### src/rtl/hex_display_scan.sv
// hex_display_scan: multiplexed seven-segment scanner with prescaler and frame-coherent capture
module hex_display_scan #(
   parameter int NUM_DIGITS  = 4,
   parameter int REFRESH_DIV = 100000
) (
   input  logic                    clk,
   input  logic                    reset,
   input  logic [4*NUM_DIGITS-1:0] value,
   input  logic [NUM_DIGITS-1:0]   dp_in,
   input  logic                    blank_lz,
   input  logic                    enable,
   output logic [NUM_DIGITS-1:0]   digit_sel,
   output logic [3:0]              hex_num,
   output logic [6:0]              seg,
   output logic                    dp,
   output logic                    frame_done
);
   localparam int PW = REFRESH_DIV > 1 ? $clog2(REFRESH_DIV) : 1;
   localparam int SW = NUM_DIGITS > 1 ? $clog2(NUM_DIGITS) : 1;
   logic [PW-1:0]           pre;
   logic [SW-1:0]           slot;
   logic [4*NUM_DIGITS-1:0] snap_val;
   logic [NUM_DIGITS-1:0]   snap_dp;
   logic                    snap_blz;
   logic                    pre_tc, slot_tc, blanked, dark;
   logic [3:0]              nib;
   logic [6:0]              dec;
   assign pre_tc  = pre == PW'(REFRESH_DIV - 1);
   assign slot_tc = slot == SW'(NUM_DIGITS - 1);
   assign nib     = snap_val[{slot, 2'b00} +: 4];
   assign dark    = !enable || blanked;
   // a digit is a leading zero when it and every digit above it are zero
   always_comb begin
      blanked = snap_blz && slot != '0;
      for (int i = 0; i < NUM_DIGITS; i++)
         if (SW'(i) >= slot && snap_val[4*i +: 4] != 4'h0) blanked = 1'b0;
   end
   always_comb begin
      case (nib)
         4'h0: dec = 7'h40;
         4'h1: dec = 7'h79;
         4'h2: dec = 7'h24;
         4'h3: dec = 7'h30;
         4'h4: dec = 7'h19;
         4'h5: dec = 7'h12;
         4'h6: dec = 7'h02;
         4'h7: dec = 7'h78;
         4'h8: dec = 7'h00;
         4'h9: dec = 7'h10;
         4'hA: dec = 7'h08;
         4'hB: dec = 7'h03;
         4'hC: dec = 7'h46;
         4'hD: dec = 7'h21;
         4'hE: dec = 7'h06;
         default: dec = 7'h0E;
      endcase
   end
   always_ff @(posedge clk)
      if (reset) begin
         pre        <= '0;
         slot       <= '0;
         snap_val   <= '0;
         snap_dp    <= '0;
         snap_blz   <= 1'b0;
         digit_sel  <= '1;
         hex_num    <= 4'hF;
         seg        <= 7'h7F;
         dp         <= 1'b1;
         frame_done <= 1'b0;
      end else begin
         pre <= pre_tc ? '0 : pre + 1'b1;
         if (pre_tc) slot <= slot_tc ? '0 : slot + 1'b1;
         if (pre == '0 && slot == '0) begin
            snap_val <= value;
            snap_dp  <= dp_in;
            snap_blz <= blank_lz;
         end
         digit_sel  <= dark ? '1 : ~(NUM_DIGITS'(1) << slot);
         hex_num    <= nib;
         seg        <= dark ? 7'h7F : dec;
         dp         <= dark | ~snap_dp[slot];
         frame_done <= pre_tc && slot_tc;
      end
endmodule

### config.mk
export PLATFORM = sky130hd
export DESIGN_NAME = hex_display_scan
export DESIGN_NICKNAME = d
export VERILOG_FILES = /design/src/rtl/hex_display_scan.sv
export SDC_FILE = /design/constraint.sdc
export NUM_CORES = 1
export LEC_CHECK = 0
export ABC_AREA = 1
export BUFFER_PORTS_ARGS = -buffer_cell sky130_fd_sc_hd__buf_2
export CORE_UTILIZATION = 30
export DETAILED_ROUTE_END_ITERATION = 7
export GPL_ROUTABILITY_DRIVEN = 0
export GPL_TIMING_DRIVEN = 1
export PLACE_DENSITY = 0.56
export RECOVER_POWER = 25
export SLEW_MARGIN = 10
export SYNTH_ARGS = -nofsm -noshare
export SYNTH_HDL_FRONTEND = slang
export SYNTH_SLANG_ARGS = --single-unit
### constraint.sdc
create_clock -name clk -period 5.2 [get_ports clk]
set_clock_uncertainty 0.2 [all_clocks]
set_input_delay 1.04 -clock clk [delete_from_list [all_inputs] [get_ports clk]]
set_output_delay 1.04 -clock clk [all_outputs]
set_load 0.05 [all_outputs]
==> metrics <==
Starting Density=30.81%; worst hold path class=register to register; TritonCTS sink count=57; Unique masters post-synth=28; placed cell count=573; Fillers=1034; Most used DFF post-synth=dfxtp_1; Clock H-tree levels=3; number of resized instances in the post-cts repair step=0; Leak Pwr=1.488 nW; half-perimeter wire length after detailed placement=4642 um; count of final setup violators=0; number of enable flip-flop cells after synthesis=0; aggregate global-route resource usage=13.85%; width of the die=101.7 um; Initial DRC Count=110; reg2reg start=slot[0]; max-slew violations=0; vias=2645; post-route met1 wirelength=3367 um; CTS clock-pin slew for the worst setup and hold paths=0.07 ns; CP max FO=28; die area=10350 um2; number of max-cap violations=0; achievable clock frequency=376.8 MHz; Worst Reg-to-Reg Cells=7; height of the die=101.7 um; power density over the cells=340.8 nW/um2; Yosys Warn Count=0; post-detailed-route DRC marker count=0; relative area change from synthesis to final layout=16.18%; capturing point of the worst reg2reg path=snap_val[5]; worst reg-to-reg setup slack=2.55 ns; CTS tree=yes; via count of the first global-routing pass=2426; cell area after placement=3232 um2; wire length reported by the detailed router=6563 um; fraction of the yosys area taken by sequential cells=38.24%; leading cell types by total area after synthesis=dfxtp_1 38%, nand2_1 13%, nor2_1 8.1%, nand3_1 6.2%, nand3b_1 5.8%; count of mapped cells out of synthesis=415; final instance count without filler cells=589; slew of the pin with the lowest slew margin=0.9077 ns; CTS root buffer=clkbuf_8; CTS buffer count=9; register bit count reported by yosys=57; critical setup path kind=input port to register; buffers inserted by post-CTS timing repair=0; Detailed Routing Iterations Pass 1=6; boundary pin count=41; share of synthesized flip-flops with an asynchronous set or reset=0%; NumNets Final=488; share of final-layout standard cells stronger than drive strength 1=16.89%; floorplan core area=9684 um2; Max IR drop VDD=0.0002213 V; final-report hold violation count=0; Netlist Area Pre-Place=2984 um2; setup TNS after final layout=0 ns; first-pass GRT wire length=11240 um; post-synth net total=452; crit path capture type=register; WL per Instance=11.14 um; standard-cell rows=36; count of buffers inserted at the top-level ports=40; maximum number of pins on one net before global-route repair=43; post-layout min period=2.654 ns; number of antenna violations at the first check in global routing=0; area share of the largest cell type after synthesis=38.24%; Worst Hold Launch=snap_blz; RSZ-0062 raised after global routing=no; post-detailed-route via-to-cell ratio=4.491; DR WL met2=2859 um; sink of the worst hold path=snap_blz; required time of the critical path=5.25 ns; routed wire length on met3=277 um; CTS Hold Bufs=0; final std cell area, no fill=3467 um2; startpoint type of the worst setup path=input port; Total Power Consumption=1.181 mW; topmost layer with routed signal wires=met4; Syn Area/Cell=7.191 um2; total congestion overflow after global routing=0; clk_lat worst skew=0.33 ns; outcome=finished clean; Antenna diodes=0; number of antenna-violating nets in the routed design=0; post-synthesis cell type with the largest combined area=dfxtp_1; CTS max path bufs=2; max-slew headroom at the worst pin=39.42%; data arrival time of the worst path=2.70 ns; portion of the clock cycle consumed by the worst path in the final layout=51.03%; cell count of the worst hold path=2
## cell usage after synthesis, types with 5 or more instances
library cell and number:
a21oi_1 29, inv_1 26, nand3_1 37, xor2_1 5, nand3b_1 23, buf_4 6, ha_1 13, nor2_1 64
dfxtp_1 57, o21ai_0 5, buf_6 5, nand2_2 5, nand2_1 107, nand3_2 6
## metrics by stage
step	utilization (%)	setup WS, ns	hold slack [ns]
floorplan	-	3.353	0.2401
global placement	33.37	2.747	0.2571
detailed placement	33.37	2.620	0.2694
CTS	35.89	2.598	0.2865
global route	35.80	2.324	0.3116
finish	35.80	2.546	0.2871
## how the worst max path moves through the flow
stage | from | to | slack [ns] | depth (start not counted)
after floorplan | reset | slot[0] | 3.35 | 4
after global placement | slot[0] | snap_val[8] | 2.75 | 7
after detailed placement | slot[0] | snap_val[5] | 2.62 | 7
after CTS | slot[0] | snap_val[5] | 2.60 | 7
after global routing | slot[0] | snap_val[5] | 2.32 | 7
final | reset | pre[16] | 2.55 | 4
## registers in the layout (all words and copies together), names as in the netlist
register and flops:
pre 17, hex_num 4, digit_sel 4, seg 7
snap_val 16, frame_done 1, snap_blz 1, slot 2
snap_dp 4, dp 1
## worst max-delay path, stage by stage
cell	delay, ns
clkbuf_1	0.11
inv_1	0.67
nand2_1	0.59
a21oi_1	0.28
## per-layer routing
| layer | vias up | track usage [%] |
|---|---|---|
| li1 | 1404 | - |
| met1 | 1187 | 19.16 |
| met2 | 47 | 20.95 |
| met3 | 7 | 2.968 |
| met4 | 0 | 5.351 |
| met5 | - | 0 |
## kinds of logic after synthesis
family          after synthesis  synth area share (%)
buf+inv                      47                 8.050
compound gates               37                 6.499
fa+ha+maj                    13                 5.451
xor+xnor                      7                 2.055
simple gates                254                 39.71
flops                        57                 38.24
## power by group
group / internal [mW] / leakage (nW) / switching, mW / total (mW)
Sequential: 0.468 / 0.469 / 0.0198 / 0.488
Clock: 0.331 / 0.120 / 0.185 / 0.516
Combinational: 0.0597 / 0.900 / 0.118 / 0.178
## cell usage in the layout (no fill, tap or decap), types with 3 or more instances in the layout
cell	n
o21ai_0	5
clkbuf_8	10
xor2_1	5
nand3_2	6
inv_1	28
nor2_2	4
bufinv_16	3
nand2_2	5
a21oi_1	29
dfxtp_1	57
nand3b_1	23
ha_1	13
nor2_4	3
nor2_1	64
nand2_1	108
nand3_1	37
buf_2	39
## layout make-up
type                    instances  area, um2  area share (%)
clock inverters                 5      102.6           2.959
multi-input cells             311       1595           46.01
clock buffers                  11      141.4           4.078
well taps                     133      166.4           4.800
inverters                      32      121.4           3.501
flip-flops and latches         57       1141           32.91
repair buffers                 40      198.9           5.738
No activity file was read; power rests on OpenSTA's default activity.
